$ cat config.mk
export PLATFORM = sky130hd
export DESIGN_NAME = acc_segment_sequencer
export DESIGN_NICKNAME = d
export VERILOG_FILES = /design/src/rtl/acc_seq_pkg.sv /design/src/rtl/acc_segment_sequencer_seg_fifo.sv /design/src/rtl/acc_segment_sequencer.sv
export SDC_FILE = /design/constraint.sdc
export NUM_CORES = 1
export LEC_CHECK = 0
export BUFFER_PORTS_ARGS = -buffer_cell sky130_fd_sc_hd__buf_2
export CORE_UTILIZATION = 55
export CTS_CLUSTER_DIAMETER = 60
export DETAILED_ROUTE_END_ITERATION = 12
export HOLD_SLACK_MARGIN = 0.02
export PLACE_DENSITY = 0.75
export SLEW_MARGIN = 20
export SYNTH_ARGS = -nofsm -noshare
export SYNTH_HDL_FRONTEND = slang
export SYNTH_SLANG_ARGS = --single-unit
export TNS_END_PERCENT = 50
$ cat constraint.sdc
create_clock -name clk -period 11.4 [get_ports clk]
set_input_delay 2.85 -clock clk [delete_from_list [all_inputs] [get_ports clk]]
set_output_delay 2.85 -clock clk [all_outputs]
set_load 0.005 [all_outputs]
$ cat src/rtl/acc_seq_pkg.sv
// Shared definitions for the acceleration segment sequencer:
// flag bit positions, FSM encoding and segment record layout.
package acc_seq_pkg;

    localparam int FLG_X  = 0;
    localparam int FLG_V  = 1;
    localparam int FLG_A  = 2;
    localparam int FLG_J  = 3;
    localparam int FLG_JJ = 4;
    localparam int FLG_TV = 5;
    localparam int NFLG   = 6;

    typedef enum logic [1:0] {
        S_IDLE  = 2'd0,
        S_LOAD  = 2'd1,
        S_RUN   = 2'd2,
        S_ABORT = 2'd3
    } state_e;

    // Record: {dur, target_v, jj, j, a, v, x, flags}, flags in the LSBs
    localparam int REC_FLG = 0;
    localparam int REC_X   = 6;
    localparam int REC_V   = 70;
    localparam int REC_A   = 102;
    localparam int REC_J   = 134;
    localparam int REC_JJ  = 166;
    localparam int REC_TV  = 198;
    localparam int REC_DUR = 230;

    function automatic int rec_width(input int dur_w);
        return REC_DUR + dur_w;
    endfunction

endpackage

$ cat src/rtl/acc_segment_sequencer_seg_fifo.sv
// Synchronous segment FIFO with flush; simultaneous push and pop
// are accepted while full.
module seg_fifo #(
    parameter int W     = 8,
    parameter int DEPTH = 4
) (
    input  logic         clk,
    input  logic         reset,
    input  logic         push,
    input  logic         pop,
    input  logic         flush,
    input  logic [W-1:0] wdata,
    output logic [W-1:0] rdata,
    output logic         full,
    output logic         empty,
    output logic         multi
);

    localparam int AW = $clog2(DEPTH);

    logic [W-1:0]  mem_q [DEPTH];
    logic [AW-1:0] wp_q, wp_d;
    logic [AW-1:0] rp_q, rp_d;
    logic [AW:0]   cnt_q, cnt_d;
    logic          do_push, do_pop;

    assign full    = (cnt_q == (AW+1)'(DEPTH));
    assign empty   = (cnt_q == '0);
    assign multi   = (cnt_q > (AW+1)'(1));
    assign do_pop  = pop && !empty;
    assign do_push = push && (!full || do_pop);
    assign rdata   = mem_q[rp_q];

    always_ff @(posedge clk) begin
        if (do_push) begin
            mem_q[wp_q] <= wdata;
        end
    end

    always_comb begin
        wp_d  = do_push ? wp_q + AW'(1) : wp_q;
        rp_d  = do_pop ? rp_q + AW'(1) : rp_q;
        cnt_d = cnt_q;
        unique case ({do_push, do_pop})
            2'b10:   cnt_d = cnt_q + (AW+1)'(1);
            2'b01:   cnt_d = cnt_q - (AW+1)'(1);
            default: cnt_d = cnt_q;
        endcase
    end

    always_ff @(posedge clk) begin
        if (reset || flush) begin
            wp_q  <= '0;
            rp_q  <= '0;
            cnt_q <= '0;
        end else begin
            wp_q  <= wp_d;
            rp_q  <= rp_d;
            cnt_q <= cnt_d;
        end
    end

endmodule

$ cat src/rtl/acc_segment_sequencer.sv
// Segment feeder for the acceleration profile generator.
// Optional ACC_SEQ_SEG_COUNT_EN adds a wrapping seg_count output.
module acc_segment_sequencer
    import acc_seq_pkg::*;
#(
    parameter int DIV_W      = 16,
    parameter int DUR_W      = 32,
    parameter int FIFO_DEPTH = 4
) (
    input  logic             clk,
    input  logic             reset,
    input  logic [DIV_W-1:0] acc_div,
    input  logic             enable,
    input  logic             seg_valid,
    output logic             seg_ready,
    input  logic [NFLG-1:0]  seg_flags,
    input  logic [63:0]      seg_x,
    input  logic [31:0]      seg_v,
    input  logic [31:0]      seg_a,
    input  logic [31:0]      seg_j,
    input  logic [31:0]      seg_jj,
    input  logic [31:0]      seg_target_v,
    input  logic [DUR_W-1:0] seg_dur,
    input  logic             abort_req,
    input  logic             gen_stopped,
    output logic             acc_step,
    output logic             load,
    output logic             set_x,
    output logic             set_v,
    output logic             set_a,
    output logic             set_j,
    output logic             set_jj,
    output logic             set_target_v,
    output logic [63:0]      x_val,
    output logic [31:0]      v_val,
    output logic [31:0]      a_val,
    output logic [31:0]      j_val,
    output logic [31:0]      jj_val,
    output logic [31:0]      target_v_val,
    output logic             abort,
    output logic             busy,
    output logic             seg_done,
`ifdef ACC_SEQ_SEG_COUNT_EN
    output logic [15:0]      seg_count,
`endif
    output logic             underrun
);

    localparam int REC_W = rec_width(DUR_W);

    state_e state_q, state_d;

    logic [DIV_W-1:0] tick_q, tick_d, div_q, div_d;
    logic [DUR_W-1:0] dur_q, dur_d;
    logic             pend_q, pend_d;
    logic             seen_q, seen_d;
    logic             donep_q, donep_d;
    logic             step_q, step_d;
    logic             load_q, load_d;
    logic [NFLG-1:0]  flags_q, flags_d;
    logic [63:0]      x_q, x_d;
    logic [31:0]      v_q, v_d, a_q, a_d, j_q, j_d;
    logic [31:0]      jj_q, jj_d, tv_q, tv_d;
    logic             abort_q, abort_d;
    logic             busy_q, busy_d;
    logic             done_q, done_d;
    logic             under_q, under_d;

    logic [REC_W-1:0] wdata, head;
    logic [DUR_W-1:0] h_dur;
    logic             f_full, f_empty, f_multi;
    logic             push, is_load, running;
    logic             tick_now, want, emit, last, abort_go;

    assign wdata = {seg_dur, seg_target_v, seg_jj, seg_j,
                    seg_a, seg_v, seg_x, seg_flags};
    assign h_dur = head[REC_DUR +: DUR_W];

    assign is_load   = (state_q == S_LOAD);
    assign running   = (state_q != S_IDLE);
    assign seg_ready = (!f_full || is_load) && (state_q != S_ABORT);
    assign push      = seg_valid && seg_ready;
    assign abort_go  = running && abort_req && (state_q != S_ABORT);

    // A tick falling on a LOAD cycle waits until the load has gone out
    assign tick_now = running && (tick_q == '0);
    assign want     = tick_now || pend_q;
    assign emit     = want && running && !is_load;
    assign last     = (state_q == S_RUN) && emit
                   && (dur_q == DUR_W'(1));

    seg_fifo #(
        .W     (REC_W),
        .DEPTH (FIFO_DEPTH)
    ) u_fifo (
        .clk   (clk),
        .reset (reset),
        .push  (push),
        .pop   (is_load),
        .flush (abort_go),
        .wdata (wdata),
        .rdata (head),
        .full  (f_full),
        .empty (f_empty),
        .multi (f_multi)
    );

    always_ff @(posedge clk) begin
        if (reset) begin
            state_q <= S_IDLE;
        end else begin
            state_q <= state_d;
        end
    end

    always_comb begin
        state_d = state_q;
        unique case (state_q)
            S_IDLE: begin
                if (enable && !f_empty) state_d = S_LOAD;
            end
            S_LOAD: begin
                if (abort_go)           state_d = S_ABORT;
                else if (h_dur != '0)   state_d = S_RUN;
                else if (f_multi)       state_d = S_LOAD;
                else                    state_d = S_IDLE;
            end
            S_RUN: begin
                if (abort_go)           state_d = S_ABORT;
                else if (last)          state_d = f_empty ? S_IDLE : S_LOAD;
            end
            S_ABORT: begin
                if (gen_stopped && seen_q) state_d = S_IDLE;
            end
            default: state_d = S_IDLE;
        endcase
    end

    always_comb begin
        tick_d  = tick_q;
        div_d   = div_q;
        pend_d  = 1'b0;
        dur_d   = dur_q;
        seen_d  = seen_q;
        donep_d = 1'b0;
        under_d = under_q;
        step_d  = emit;
        load_d  = is_load;
        flags_d = '0;
        x_d     = x_q;
        v_d     = v_q;
        a_d     = a_q;
        j_d     = j_q;
        jj_d    = jj_q;
        tv_d    = tv_q;
        if (!running) begin
            if (state_d == S_LOAD) begin
                tick_d = acc_div;
                div_d  = acc_div;
            end
        end else begin
            tick_d = tick_now ? div_q : tick_q - DIV_W'(1);
            pend_d = want && is_load;
        end
        if (is_load) begin
            flags_d = head[REC_FLG +: NFLG];
            x_d     = head[REC_X +: 64];
            v_d     = head[REC_V +: 32];
            a_d     = head[REC_A +: 32];
            j_d     = head[REC_J +: 32];
            jj_d    = head[REC_JJ +: 32];
            tv_d    = head[REC_TV +: 32];
            dur_d   = h_dur;
            under_d = 1'b0;
            donep_d = (h_dur == '0) && !abort_go;
        end
        if ((state_q == S_RUN) && emit && (dur_q != '0)) begin
            dur_d = dur_q - DUR_W'(1);
        end
        if (last && !abort_go) begin
            donep_d = 1'b1;
            if (f_empty) under_d = 1'b1;
        end
        if ((state_d == S_ABORT) && (state_q != S_ABORT)) begin
            seen_d = 1'b0;
        end else if ((state_q == S_ABORT) && emit) begin
            seen_d = 1'b1;
        end
        abort_d = (state_d == S_ABORT);
        busy_d  = (state_d != S_IDLE);
        done_d  = donep_q;
    end

    always_ff @(posedge clk) begin
        if (reset) begin
            tick_q  <= '0;
            div_q   <= '0;
            dur_q   <= '0;
            pend_q  <= 1'b0;
            seen_q  <= 1'b0;
            donep_q <= 1'b0;
            step_q  <= 1'b0;
            load_q  <= 1'b0;
            flags_q <= '0;
            x_q     <= '0;
            v_q     <= '0;
            a_q     <= '0;
            j_q     <= '0;
            jj_q    <= '0;
            tv_q    <= '0;
            abort_q <= 1'b0;
            busy_q  <= 1'b0;
            done_q  <= 1'b0;
            under_q <= 1'b0;
        end else begin
            tick_q  <= tick_d;
            div_q   <= div_d;
            dur_q   <= dur_d;
            pend_q  <= pend_d;
            seen_q  <= seen_d;
            donep_q <= donep_d;
            step_q  <= step_d;
            load_q  <= load_d;
            flags_q <= flags_d;
            x_q     <= x_d;
            v_q     <= v_d;
            a_q     <= a_d;
            j_q     <= j_d;
            jj_q    <= jj_d;
            tv_q    <= tv_d;
            abort_q <= abort_d;
            busy_q  <= busy_d;
            done_q  <= done_d;
            under_q <= under_d;
        end
    end

`ifdef ACC_SEQ_SEG_COUNT_EN
    logic [15:0] cnt_q, cnt_d;

    assign cnt_d     = donep_q ? cnt_q + 16'd1 : cnt_q;
    assign seg_count = cnt_q;

    always_ff @(posedge clk) begin
        if (reset) cnt_q <= '0;
        else       cnt_q <= cnt_d;
    end
`endif

    assign acc_step     = step_q;
    assign load         = load_q;
    assign set_x        = flags_q[FLG_X];
    assign set_v        = flags_q[FLG_V];
    assign set_a        = flags_q[FLG_A];
    assign set_j        = flags_q[FLG_J];
    assign set_jj       = flags_q[FLG_JJ];
    assign set_target_v = flags_q[FLG_TV];
    assign x_val        = x_q;
    assign v_val        = v_q;
    assign a_val        = a_q;
    assign j_val        = j_q;
    assign jj_val       = jj_q;
    assign target_v_val = tv_q;
    assign abort        = abort_q;
    assign busy         = busy_q;
    assign seg_done     = done_q;
    assign underrun     = under_q;

endmodule

==> run metrics <==
sequential share of the synthesized area 77.2%; Mapped Nets 2752; Clock Tree Buf Depth 3; I/O pin count 521; Setup CP Type reg2out; crit path launch type flip-flop; relative slew slack 17.7%; Cell variety after synth 66; Design Area, Final 57300 um2; worst hold slack 0.460 ns; Die ar. 90100 um2; CTS Buf Count 139; Port Buffers 520; Pleak 19.9 nW; period utilization 45.2%; DRT antenna net count 0; cell area power density 235 nW/um2; Main synth FF type edfxtp_1; Critical Path RT 8.55 ns; Worst Hold Class reg2reg; number of synthesized flops with an enable pin 1048; Core Region 88200 um2; WL final 108000 um; #FFs+latches synth 1362; Area after DPL 52800 um2; Final HPWL DP 63100 um; Nets 3304; RSZ-0062 raised after global routing no; antenna violations before repair 41; gr usage total 23.9%; Clock Skew 0.0306 ns; placer congestion estimate 0.822; Mapped Area 48900 um2; highest clock rate 194 MHz; Mapped Avg Cell Area 19.9 um2; CP arrival 2.31 ns; worst-path maximum fanout 11; site row count 109; DR iter-0 viols 2457; Crit. End Element output pin; Synth async-reset ratio 0%; Period minus WS final 5.16 ns; Max Cap Violations 0; vias 25895; Syn. warnings 0; most frequent cells in the layout 1048 x edfxtp_1, 520 x buf_2, 312 x dfxtp_1; DRC violations left 0; Least-Margin Pin Slew 1.23 ns; CTS tree yes; post-DR vias/cell 6.01; Power Total 13.5 mW; Initial Util 55.4%; H-tree levels 4; hold_buf cts 0; Slew Viols, Final 0; CTS resizes 0; clk_lat worst skew 0.74 ns; DIE HEIGHT 300 um; worst vdd ir 182 uV; clk root buf clkbuf_16; DRT Pass-1 Iters 5; most common cell after layout, fill and taps aside edfxtp_1; WL/cell 25.1 um; setup violation total in the final timing report 0; final core occ 65.0%; Post-CTS Setup Bufs 0; largest net degree at the start of global routing 195; Area growth, synth to finish 17.2%; final hold violations 0; die width 300 um; setup TNS 0 ns; clock transition at the registers of the reported paths 0.06 ns; via count of the first global-routing pass 26327; global-route wire length before repair 162000 um; status complete, no violations; layout cells sized above 1 32.9%; Sink Count 1362; Synth Instances 2454; remaining global-route overflow 0
## power by group
part           switching, mW  internal [mW]
Combinational           1.50           1.08
Sequential             0.343           6.18
Clock                   1.85           2.54
Total                   3.69           9.81
## worst max-delay path, cell delays in order, from the launching register on
cell	delay, ns
dfxtp_1	0.53
inv_1	0.22
and3_1	0.23
a21oi_1	0.39
buf_2	0.20
## synthesized netlist by cell type, drive strengths merged (2+ instances only)
library cell,instances,area [um2]
nor3b,2,15.0
nor2,45,169
a32oi,2,17.5
nand2b,4,25.0
nor2b,4,25.0
a21oi,35,175
a22o,224,1960
xnor2,4,35.0
o21ai,21,105
nor4b,2,17.5
o31ai,3,22.5
or3,14,87.6
nand3,17,90.1
nor3,16,85.1
and2,2,12.5
o311ai,7,61.3
inv,20,75.1
nand2,93,349
dfxtp,314,6290
ha,14,175
nor4,19,134
a21o,5,37.5
edfxtp,1048,31500
buf,44,193
o211ai,22,165
mux4,262,5900
a2bb2oi,2,17.5
nand4,7,56.3
nand4b,4,35.0
a22oi,2,15.0
mux2,2,22.5
xor2,6,52.6
and3,19,119
clkbuf,95,357
or2,4,25.0
a211oi,5,37.5
a31oi,37,231
or4,11,82.6
## area by class of cell
cell class                 instances  area (um2)
antenna                           19        47.5
inverter                          20        75.1
multi-input combinational        933       10600
fill                            5755       30900
clock buffer                     207        3960
tap                             1165        1460
timing repair buffer             550        2930
clock inverter                    51         517
sequential                      1362       37800
## flip-flops by register name (all words and copies together), names as in the netlist, 2 cells and up, named ones only
name and cells:
a_val 32, div_q 16, dur_q 32, flags_q 6, j_val 32, jj_val 32, state_q 2, target_v_val 32
tick_q 16, u_fifo.cnt_q 3, u_fifo.mem_q 1048, u_fifo.rp_q 2, u_fifo.wp_q 2, v_val 32, x_val 64
## cell families (layout without fill, tap and decap cells)
| kind of cell | after synthesis | count (layout) | share of synthesized area [%] |
|---|---|---|---|
| multiplexers | 265 | 265 | 12.1 |
| flip-flops | 1362 | 1362 | 77.2 |
| AND/OR/NAND/NOR | 266 | 266 | 2.77 |
| other | 0 | 19 | 0 |
| adder cells (fa/ha/maj) | 14 | 14 | 0.358 |
| AO/OA/AOI/OAI | 378 | 378 | 6.10 |
| buffers and inverters | 159 | 828 | 1.28 |
| XOR/XNOR | 10 | 10 | 0.179 |
## metrics by stage
stage	setup WS (ns)	cells
3_5_place_dp	5.67	4029
6_report	6.24	4307
2_1_floorplan	1.90	2454
3_3_place_gp	5.68	4029
5_1_grt	6.05	4301
4_1_cts	6.19	4287
## worst paths after layout
kind                                       startpoint                     to  slack (ns)  depth (start not counted)
worst max-delay path            state_q[0]$_SDFF_PP0_              seg_ready        6.24                          4
worst min-delay path            div_q[7]$_SDFFE_PP0P_  div_q[7]$_SDFFE_PP0P_        0.46                          2
worst max register to register              flip-flop  x_val[9]$_SDFFE_PP0P_        6.98                          5
worst min register to register  div_q[7]$_SDFFE_PP0P_  div_q[7]$_SDFFE_PP0P_        0.46                          2
## layer usage
metal	GRT usage, %	part of all wire (%)	vias up
met5	0	0.25	-
met4	9.12	3.1	40
met3	6.75	8.0	256
met2	39.1	51	1014
met1	30.4	38	13326
li1	-	-	11259
(Power assumes the default switching activity.)
